<file path="src/rtl/inst_cache_dm_pkg.sv">
// Shared encodings for the direct-mapped instruction cache.
// Holds the memory-bus command/status codes, the fetch status codes seen by
// the IF stage, the cache controller state encoding and TRUE/FALSE.
package inst_cache_dm_pkg;

  // Command driven towards the unified memory controller.
  typedef enum logic [1:0] {
    MEM_NOP  = 2'd0,
    MEM_READ = 2'd1
  } mem_sig_e;

  // Status reported by the unified memory controller.
  typedef enum logic [1:0] {
    MEM_RESTING       = 2'd0,
    MEM_INST_WORKING  = 2'd1,
    MEM_DATA_WORKING  = 2'd2,
    MEM_INST_FINISHED = 2'd3
  } mem_status_e;

  // Status reported to the IF stage.
  typedef enum logic [1:0] {
    IF_FINISHED     = 2'd0,
    I_CACHE_WORKING = 2'd1,
    I_CACHE_STALL   = 2'd2,
    I_CACHE_RESTING = 2'd3
  } if_status_e;

  // Cache controller states.
  typedef enum logic [1:0] {
    ICS_IDLE    = 2'd0,
    ICS_REQ     = 2'd1,
    ICS_WAIT    = 2'd2,
    ICS_RESPOND = 2'd3
  } ics_state_e;

  localparam logic TRUE  = 1'b1;
  localparam logic FALSE = 1'b0;

endpackage

</file>
<file path="src/rtl/inst_cache_dm_if.sv">
// Bus bundle between the IF stage, the instruction cache and the memory
// controller.
//   Fetch side : inst_addr, inst_fetch_enabled, invalidate (to cache)
//                instruction, inst_fetch_status (from cache)
//   Memory side: mem_data, mem_status (to cache)
//                mem_vis_addr, mem_vis_signal (from cache)
// slave  : the cache's view.
// master : the view of the surrounding IF stage + memory controller.
interface inst_cache_dm_if
  import inst_cache_dm_pkg::*;
#(
  parameter int ADDR_WIDTH = 17,
  parameter int LEN        = 32
) ();

  logic [ADDR_WIDTH-1:0] inst_addr;
  logic                  inst_fetch_enabled;
  logic                  invalidate;
  logic [LEN-1:0]        instruction;
  if_status_e            inst_fetch_status;
  logic [LEN-1:0]        mem_data;
  mem_status_e           mem_status;
  logic [ADDR_WIDTH-1:0] mem_vis_addr;
  mem_sig_e              mem_vis_signal;

  modport slave (
    input  inst_addr, inst_fetch_enabled, invalidate, mem_data, mem_status,
    output instruction, inst_fetch_status, mem_vis_addr, mem_vis_signal
  );

  modport master (
    output inst_addr, inst_fetch_enabled, invalidate, mem_data, mem_status,
    input  instruction, inst_fetch_status, mem_vis_addr, mem_vis_signal
  );

endinterface

</file>
<file path="src/rtl/inst_cache_dm_line_array.sv">
// Valid/tag/data storage of the direct-mapped instruction cache.
// Ports:
//   clk, rst      clock, synchronous active-high reset (valid bits only)
//   index_i       line index shared by reads and writes
//   off_i         word offset within the line for read and word write
//   rd_valid_o    valid bit of the indexed line (combinational)
//   rd_tag_o      tag of the indexed line (combinational)
//   rd_word_o     word at off_i of the indexed line (combinational)
//   tag_we_i      write tag_i into the indexed line and clear its valid bit
//   tag_i         tag to write
//   word_we_i     write word_i at off_i of the indexed line
//   word_i        word to write (already in instruction order)
//   set_valid_i   mark the indexed line valid
//   clr_all_i     clear every valid bit (takes priority)
module inst_cache_dm_line_array #(
  parameter int LEN             = 32,
  parameter int SET_NUM         = 16,
  parameter int SET_INDEX_WIDTH = 4,
  parameter int LINE_WORDS      = 4,
  parameter int OFF_W           = 2,
  parameter int TAG_W           = 9
) (
  input  logic                       clk,
  input  logic                       rst,
  input  logic [SET_INDEX_WIDTH-1:0] index_i,
  input  logic [OFF_W-1:0]           off_i,
  output logic                       rd_valid_o,
  output logic [TAG_W-1:0]           rd_tag_o,
  output logic [LEN-1:0]             rd_word_o,
  input  logic                       tag_we_i,
  input  logic [TAG_W-1:0]           tag_i,
  input  logic                       word_we_i,
  input  logic [LEN-1:0]             word_i,
  input  logic                       set_valid_i,
  input  logic                       clr_all_i
);

  logic [SET_NUM-1:0] valid_q;
  logic [TAG_W-1:0]   tag_q  [SET_NUM];
  logic [LEN-1:0]     data_q [SET_NUM][LINE_WORDS];

  assign rd_valid_o = valid_q[index_i];
  assign rd_tag_o   = tag_q[index_i];
  assign rd_word_o  = data_q[index_i][off_i];

  // A global clear wins over any per-line update in the same cycle, so an
  // invalidate coinciding with a fill start or completion leaves nothing valid.
  always_ff @(posedge clk) begin
    if (rst) begin
      valid_q <= '0;
    end else if (clr_all_i) begin
      valid_q <= '0;
    end else if (tag_we_i) begin
      valid_q[index_i] <= 1'b0;
    end else if (set_valid_i) begin
      valid_q[index_i] <= 1'b1;
    end
  end

  // Tag and data payload carry no reset; the valid bits guard them.
  always_ff @(posedge clk) begin
    if (tag_we_i) begin
      tag_q[index_i] <= tag_i;
    end
    if (word_we_i) begin
      data_q[index_i][off_i] <= word_i;
    end
  end

endmodule

</file>
<file path="src/rtl/inst_cache_dm.sv">
// Direct-mapped instruction cache with multi-word lines.
// Hits answer one cycle after the request; misses fill the whole line with
// sequential word reads, stalling while the memory controller serves data
// accesses. Memory words are byte-reversed into instruction order on fill.
// Ports:
//   clk   clock
//   rst   synchronous active-high reset
//   bus   inst_cache_dm_if.slave: fetch request/response and memory bus
module inst_cache_dm
  import inst_cache_dm_pkg::*;
#(
  parameter int ADDR_WIDTH        = 17,
  parameter int LEN               = 32,
  parameter int BYTE_SIZE         = 8,
  parameter int SET_NUM           = 16,
  parameter int SET_INDEX_WIDTH   = 4,
  parameter int LINE_WORDS        = 4,
  parameter int LINE_OFFSET_WIDTH = 2
) (
  input  logic            clk,
  input  logic            rst,
  inst_cache_dm_if.slave  bus
);

  localparam int OFF_W = (LINE_OFFSET_WIDTH > 0) ? LINE_OFFSET_WIDTH : 1;
  localparam int TAG_W = ADDR_WIDTH - SET_INDEX_WIDTH - LINE_OFFSET_WIDTH - 2;
  localparam int NB    = LEN / BYTE_SIZE;
  localparam logic [ADDR_WIDTH-1:0] LINE_MASK = ADDR_WIDTH'(LINE_WORDS * 4 - 1);
  localparam logic [OFF_W-1:0]      LAST_WORD = OFF_W'(LINE_WORDS - 1);

  function automatic logic [SET_INDEX_WIDTH-1:0] idx_of(input logic [ADDR_WIDTH-1:0] a);
    return SET_INDEX_WIDTH'(a >> (LINE_OFFSET_WIDTH + 2));
  endfunction

  function automatic logic [TAG_W-1:0] tag_of(input logic [ADDR_WIDTH-1:0] a);
    return TAG_W'(a >> (LINE_OFFSET_WIDTH + 2 + SET_INDEX_WIDTH));
  endfunction

  // Single-word lines have no offset field; the 1-bit offset is then tied 0.
  function automatic logic [OFF_W-1:0] off_of(input logic [ADDR_WIDTH-1:0] a);
    if (LINE_WORDS == 1) return '0;
    return OFF_W'(a >> 2);
  endfunction

  // Memory is little-endian; the lowest byte becomes the top byte.
  function automatic logic [LEN-1:0] reorder(input logic [LEN-1:0] w);
    logic [LEN-1:0] r;
    r = '0;
    for (int b = 0; b < NB; b++) begin
      r[(NB-1-b)*BYTE_SIZE +: BYTE_SIZE] = w[b*BYTE_SIZE +: BYTE_SIZE];
    end
    return r;
  endfunction

  ics_state_e            state_q, state_d;
  logic [ADDR_WIDTH-1:0] addr_q, addr_d;
  logic [OFF_W-1:0]      cnt_q, cnt_d;
  logic [LEN-1:0]        instr_q, instr_d;
  if_status_e            status_q, status_d;
  mem_sig_e              msig_q, msig_d;
  logic [ADDR_WIDTH-1:0] maddr_q, maddr_d;
  logic                  pend_q, pend_d;

  logic [SET_INDEX_WIDTH-1:0] arr_index;
  logic [OFF_W-1:0]           arr_off;
  logic                       tag_we, word_we, set_valid, clr_all;
  logic                       rd_valid;
  logic [TAG_W-1:0]           rd_tag;
  logic [LEN-1:0]             rd_word;

  inst_cache_dm_line_array #(
    .LEN             (LEN),
    .SET_NUM         (SET_NUM),
    .SET_INDEX_WIDTH (SET_INDEX_WIDTH),
    .LINE_WORDS      (LINE_WORDS),
    .OFF_W           (OFF_W),
    .TAG_W           (TAG_W)
  ) u_lines (
    .clk         (clk),
    .rst         (rst),
    .index_i     (arr_index),
    .off_i       (arr_off),
    .rd_valid_o  (rd_valid),
    .rd_tag_o    (rd_tag),
    .rd_word_o   (rd_word),
    .tag_we_i    (tag_we),
    .tag_i       (tag_of(bus.inst_addr)),
    .word_we_i   (word_we),
    .word_i      (reorder(bus.mem_data)),
    .set_valid_i (set_valid),
    .clr_all_i   (clr_all)
  );

  always_comb begin
    state_d   = state_q;
    addr_d    = addr_q;
    cnt_d     = cnt_q;
    instr_d   = instr_q;
    status_d  = status_q;
    msig_d    = MEM_NOP;
    maddr_d   = maddr_q;
    pend_d    = pend_q;
    tag_we    = FALSE;
    word_we   = FALSE;
    set_valid = FALSE;
    clr_all   = FALSE;
    arr_index = idx_of(addr_q);
    arr_off   = off_of(addr_q);

    unique case (state_q)
      ICS_IDLE: begin
        // The array is looked up with the live request address.
        arr_index = idx_of(bus.inst_addr);
        arr_off   = off_of(bus.inst_addr);
        clr_all   = bus.invalidate;
        if (bus.inst_fetch_enabled) begin
          addr_d = bus.inst_addr;
          // A same-cycle invalidate empties the cache first, forcing a miss.
          if (rd_valid && (rd_tag == tag_of(bus.inst_addr)) && !bus.invalidate) begin
            instr_d  = rd_word;
            status_d = IF_FINISHED;
          end else begin
            status_d = I_CACHE_WORKING;
            cnt_d    = '0;
            tag_we   = TRUE;
            state_d  = ICS_REQ;
          end
        end else begin
          status_d = I_CACHE_RESTING;
        end
      end

      ICS_REQ: begin
        maddr_d = (addr_q & ~LINE_MASK) | (ADDR_WIDTH'(cnt_q) << 2);
        if (bus.invalidate) pend_d = TRUE;
        if (bus.mem_status == MEM_RESTING) begin
          msig_d   = MEM_READ;
          status_d = I_CACHE_WORKING;
          state_d  = ICS_WAIT;
        end else begin
          status_d = I_CACHE_STALL;
        end
      end

      ICS_WAIT: begin
        arr_off = cnt_q;
        if (bus.invalidate) pend_d = TRUE;
        if (bus.mem_status == MEM_INST_FINISHED) begin
          word_we  = TRUE;
          status_d = I_CACHE_WORKING;
          if (cnt_q == LAST_WORD) begin
            state_d = ICS_RESPOND;
          end else begin
            cnt_d   = cnt_q + 1'b1;
            state_d = ICS_REQ;
          end
        end else if (bus.mem_status == MEM_DATA_WORKING) begin
          status_d = I_CACHE_STALL;
        end else begin
          status_d = I_CACHE_WORKING;
        end
      end

      ICS_RESPOND: begin
        // The filled line is only published if no invalidate arrived during
        // the fill; the requested word is delivered either way.
        instr_d  = rd_word;
        status_d = IF_FINISHED;
        state_d  = ICS_IDLE;
        if (pend_q || bus.invalidate) begin
          clr_all = TRUE;
          pend_d  = FALSE;
        end else begin
          set_valid = TRUE;
        end
      end

      default: state_d = ICS_IDLE;
    endcase
  end

  always_ff @(posedge clk) begin
    if (rst) begin
      state_q  <= ICS_IDLE;
      addr_q   <= '0;
      cnt_q    <= '0;
      instr_q  <= '0;
      status_q <= I_CACHE_RESTING;
      msig_q   <= MEM_NOP;
      maddr_q  <= '0;
      pend_q   <= FALSE;
    end else begin
      state_q  <= state_d;
      addr_q   <= addr_d;
      cnt_q    <= cnt_d;
      instr_q  <= instr_d;
      status_q <= status_d;
      msig_q   <= msig_d;
      maddr_q  <= maddr_d;
      pend_q   <= pend_d;
    end
  end

  assign bus.instruction       = instr_q;
  assign bus.inst_fetch_status = status_q;
  assign bus.mem_vis_addr      = maddr_q;
  assign bus.mem_vis_signal    = msig_q;

endmodule

</file>
<file path="src/flat_wrapper.sv">
// flat-port wrapper written by rule: the top's interface ports become plain ports
module inst_cache_dm_flat import inst_cache_dm_pkg::*;
#(
  parameter int ADDR_WIDTH        = 17,
  parameter int LEN               = 32,
  parameter int BYTE_SIZE         = 8,
  parameter int SET_NUM           = 16,
  parameter int SET_INDEX_WIDTH   = 4,
  parameter int LINE_WORDS        = 4,
  parameter int LINE_OFFSET_WIDTH = 2
)
  (clk, rst, bus_inst_addr, bus_inst_fetch_enabled, bus_invalidate, bus_mem_data, bus_mem_status, bus_instruction, bus_inst_fetch_status, bus_mem_vis_addr, bus_mem_vis_signal);
  inst_cache_dm_if #(.ADDR_WIDTH(ADDR_WIDTH), .LEN(LEN)) bus_i ();
  input  logic clk;
  input  logic rst;
  input wire logic [$bits(bus_i.inst_addr)-1:0] bus_inst_addr;
  input wire logic [$bits(bus_i.inst_fetch_enabled)-1:0] bus_inst_fetch_enabled;
  input wire logic [$bits(bus_i.invalidate)-1:0] bus_invalidate;
  input wire logic [$bits(bus_i.mem_data)-1:0] bus_mem_data;
  input wire logic [$bits(bus_i.mem_status)-1:0] bus_mem_status;
  output wire logic [$bits(bus_i.instruction)-1:0] bus_instruction;
  output wire logic [$bits(bus_i.inst_fetch_status)-1:0] bus_inst_fetch_status;
  output wire logic [$bits(bus_i.mem_vis_addr)-1:0] bus_mem_vis_addr;
  output wire logic [$bits(bus_i.mem_vis_signal)-1:0] bus_mem_vis_signal;
  assign bus_i.inst_addr = bus_inst_addr;
  assign bus_i.inst_fetch_enabled = bus_inst_fetch_enabled;
  assign bus_i.invalidate = bus_invalidate;
  assign bus_i.mem_data = bus_mem_data;
  assign bus_i.mem_status = bus_mem_status;
  assign bus_instruction = bus_i.instruction;
  assign bus_inst_fetch_status = bus_i.inst_fetch_status;
  assign bus_mem_vis_addr = bus_i.mem_vis_addr;
  assign bus_mem_vis_signal = bus_i.mem_vis_signal;
  inst_cache_dm #(.ADDR_WIDTH(ADDR_WIDTH), .LEN(LEN), .BYTE_SIZE(BYTE_SIZE), .SET_NUM(SET_NUM), .SET_INDEX_WIDTH(SET_INDEX_WIDTH), .LINE_WORDS(LINE_WORDS), .LINE_OFFSET_WIDTH(LINE_OFFSET_WIDTH)) u_core (.clk(clk), .rst(rst), .bus(bus_i));
endmodule
</file>
<file path="config.mk">
export PLATFORM = sky130hd
export DESIGN_NAME = inst_cache_dm_flat
export DESIGN_NICKNAME = d
export VERILOG_FILES = /design/src/rtl/inst_cache_dm_pkg.sv /design/src/rtl/inst_cache_dm_if.sv /design/src/rtl/inst_cache_dm_line_array.sv /design/src/rtl/inst_cache_dm.sv /design/src/flat_wrapper.sv
export SDC_FILE = /design/constraint.sdc
export NUM_CORES = 2
export LEC_CHECK = 0
export ABC_AREA = 1
export CAP_MARGIN = 25
export CORE_UTILIZATION = 53
export CTS_CLUSTER_SIZE = 40
export DETAILED_ROUTE_END_ITERATION = 8
export GPL_ROUTABILITY_DRIVEN = 0
export PLACE_DENSITY_LB_ADDON = 0.1
export SLEW_MARGIN = 20
export SYNTH_ARGS = -nofsm -noshare
export SYNTH_HDL_FRONTEND = slang
export SYNTH_SLANG_ARGS = --single-unit
export TNS_END_PERCENT = 100
</file>
<file path="constraint.sdc">
create_clock -name clk -period 5.33 [get_ports clk]
set_input_delay 1.066 -clock clk [delete_from_list [all_inputs] [get_ports clk]]
set_output_delay 1.066 -clock clk [all_outputs]
set_load 0.005 [all_outputs]
</file>
==> results.sh <==
export IMPL_cap_viol_max_count=0
export IMPL_hold_path_class="flop to flop"
export IMPL_cp_cell_sequence="inv_1 > ha_1 > buf_4 > o21ai_4 > buf_12 > nand2_1 > nand2_1 > nand2_1 > nand2_1 > o21bai_1 > nand2_1 > nand2_1 > nor2_2 > nand3_2 > nand3_1 > inv_1"
export IMPL_crit_top_cell="nand2_1"
export IMPL_ant_nets=0
export IMPL_yosys_register_bits=2278
export IMPL_grt_max_degree=110
export IMPL_post_cts_buffers=0
export IMPL_ctsHoldBuffers=0
export IMPL_wl_per_cell_um=28.65
export IMPL_crit_cells=16
export IMPL_p_switching_w=0.01987
export IMPL_relSlewSlack_pct=27.30
export IMPL_crit_buf_inv=4
export IMPL_p_total_w=0.05401
export IMPL_vias=55910
export IMPL_violations="DRC"
export IMPL_synthFlopType="edfxtp_1"
export IMPL_async_flop_share_pct=0
export IMPL_antenna_found_initial=7
export IMPL_regToRegSetupSlack_ns=0.99
export IMPL_dp_hpwl_mm=138.9
export IMPL_power_frac_seq_pct=36.9
export IMPL_initial_core_util_pct=53.44
export IMPL_wirelength_mm=259.4
export IMPL_finalHoldViolations=0
export IMPL_grt_overflow=0
export IMPL_cts_root_buf="clkbuf_16"
export IMPL_power_frac_comb_pct=34.0
export IMPL_core_area_mm2=0.1652
export IMPL_synth_common_cells="2,192 x edfxtp_1, 1,202 x nand2_1, 751 x nand3_1"
export IMPL_nNetsFinal=6728
export IMPL_crit_type="flop to flop"
export IMPL_grt_pass1_wl_mm=372.4
export IMPL_fmax_mhz=230.7
export IMPL_drt_pass1_iterations=8
export IMPL_p_leak_nw=33.67
export IMPL_tightestPinTransition_ns=1.088
export IMPL_setup_viol_count_final=0
export IMPL_period_share_pct=81.34
export IMPL_nFillCells=12620
export IMPL_critPathCaptureType="flop"
export IMPL_io_buffers=102
export IMPL_synth_top_cell_area_share_pct=74.57
export IMPL_synth_area_mm2=0.08827
export IMPL_die_w_um=410.1
export IMPL_max_stage_delay_ns=0.52
export IMPL_cts_buffers=224
export IMPL_yosys_warnings=0
export IMPL_drc=34
export IMPL_vdd_drop_max_v=0.0004752
export IMPL_finalSetupTns_ns=0
export IMPL_clockBufferDepth=3
export IMPL_syn_to_final_growth_pct=14.72
export IMPL_drtIter0Drc=7037
export IMPL_fin_crit_ns=4.335
export IMPL_synth_edff_count=2192
export IMPL_ys_types=40
export IMPL_cts_tree="done"
export IMPL_required_ns=5.84
export IMPL_netlist_instances=6461
export IMPL_cp_top_family="simple AND/OR/NAND/NOR gates"
export IMPL_postCtsResizedCells=0
export IMPL_switching_share_pct=36.79
export IMPL_crit_end="u_core.u_lines.tag_q[10][0]$_DFFE_PP_"
export IMPL_grt_pass1_vias=53530
export IMPL_htreeDepth=4
export IMPL_regArea_mm2=0.06754
export IMPL_viasPerCell=6.176
export IMPL_synth_area_leaders="edfxtp_1 75%, nand2_1 5.1%, a22oi_1 4.4%"
export IMPL_synth_top_cell_by_area="edfxtp_1"
export IMPL_r2r_cells=16
export IMPL_slew_violations=0
export IMPL_multiInputGateArea_mm2=0.01859
export IMPL_status="complete, but fails checks"
export IMPL_layout_drive_gt1_share_pct=12.33
export IMPL_critPathArrivalTime_ns=4.84
export IMPL_numClockSinks=2278
export IMPL_fin_skew_ns=0.03214
export IMPL_rsz0062_at_grt="false"
export IMPL_critPathLaunch="u_core.state_q[0]$_SDFFE_PP0P_"
export IMPL_start_kind="flop"
export IMPL_cp_max_fo=106
export IMPL_die_area_mm2=0.1682
export IMPL_intPower_w=0.03414
export IMPL_clock_latency_ns=0.87
export IMPL_track_usage_pct=30.63
export IMPL_ys_seq_area_share_pct=76.52
export IMPL_rows=149
export IMPL_die_h_um=410.1
export IMPL_yosysMostFrequentCell="edfxtp_1"
export IMPL_cellPowerDensity_mw_per_mm2=533.3
export IMPL_p_clk_share_pct=29.0
export IMPL_io_pins=108
export IMPL_regToRegEndpoint="u_core.u_lines.tag_q[10][0]$_DFFE_PP_"
export IMPL_syn_area_per_cell_um2=13.66
export IMPL_clk_pin_slew_ns=0.06
export IMPL_r2r_start="u_core.state_q[0]$_SDFFE_PP0P_"
export IMPL_slowest_stage="o21ai_4"
-- worst min-delay path by stage --
stage / endpoint / cells past startpoint
2_1_floorplan: flop / 2
3_3_place_gp: flop / 2
3_5_place_dp: flop / 2
4_1_cts: flop / 2
5_1_grt: flop / 2
6_report: flop / 2
-- sequential cells by signal, indices dropped and copies added, names as in the netlist, named ones only --
| register | count |
|---|---|
| u_core.u_lines.data_q | 2048 |
| u_core.u_lines.tag_q | 144 |
| u_core.bus.instruction | 32 |
| u_core.addr_q | 15 |
| u_core.bus.mem_vis_addr | 15 |
| u_core.bus.inst_fetch_status | 2 |
| u_core.cnt_q | 2 |
| u_core.state_q | 2 |
| u_core.bus.mem_vis_signal | 1 |
| u_core.pend_q | 1 |
-- layout make-up --
class / instances / area share [%]
repair buffers: 395 / 4.323
clock buffers: 281 / 5.874
flip-flops and latches: 2278 / 66.70
well taps: 2189 / 2.705
multi-input cells: 3566 / 18.36
diodes: 2 / 0.004942
clock inverters: 138 / 1.269
inverters: 203 / 0.7648
-- worst reg2reg max path, stage by stage (launching register included) --
cell,delay [ns]
dfxtp_1,0.39
inv_1,0.10
ha_1,0.25
buf_4,0.22
o21ai_4,0.53
buf_12,0.52
nand2_1,0.22
nand2_1,0.10
nand2_1,0.05
nand2_1,0.10
o21bai_1,0.09
nand2_1,0.06
nand2_1,0.06
nor2_2,0.32
nand3_2,0.45
nand3_1,0.25
inv_1,0.29
-- metal layers --
layer	GRT usage (%)	vias to the layer above	routed length (µm)
met5	0	-	19
met2	48.32	2674	121500
met3	5.716	408	24520
met4	9.798	4	7762
met1	43.31	28360	105600
li1	-	24470	-
-- placed cells by master, fill, tap and decap left out, drive strengths merged, types with 41 or more instances in the layout --
cell / count
edfxtp: 2192
nand2: 1208
nand3: 752
a22oi: 512
nor2: 413
buf: 325
a31oi: 306
clkbuf: 281
inv: 210
or2: 119
clkinv: 103
dfxtp: 86
clkdlybuf4s50: 70
o21ai: 66
a21oi: 60
a41oi: 48
nand3b: 41
-- power by group through the flow --
| stage | logic [W] | registers (W) | clock network (W) |
|---|---|---|---|
| after floorplan | 0.0101 | 0.0203 | 0 |
| after global placement | 0.0180 | 0.0203 | 0 |
| after detailed placement | 0.0181 | 0.0203 | 0 |
| after CTS | 0.0182 | 0.0200 | 0.0158 |
| after global routing | 0.0195 | 0.0200 | 0.0165 |
| final | 0.0184 | 0.0200 | 0.0157 |
-- cells by family (layout without fill, tap and decap cells) --
logic type / after synthesis / after routing / share of synthesized area [%]
and+or+nand+nor: 2557 / 2557 / 12.56
other: 1 / 5 / 0.004248
buffers and inverters: 619 / 1017 / 3.036
adders and majority gates: 5 / 5 / 0.07087
AOI/OAI and AO/OA: 1001 / 1001 / 7.809
DFF: 2278 / 2278 / 76.52
-- per-stage QoR --
stage	area, µm²	hold WS [ns]	cells	util, %	setup slack [ns]
6_report	101300	0.4530	9052	61.31	0.9946
3_5_place_dp	94030	0.4447	8631	56.92	0.6134
4_1_cts	101300	0.4537	9050	61.30	1.042
3_3_place_gp	94010	0.4324	8630	56.92	0.6622
2_1_floorplan	88280	0.4225	6463	-	0.8894
5_1_grt	101300	0.4628	9051	61.30	0.7640
(Power assumes the default switching activity.)
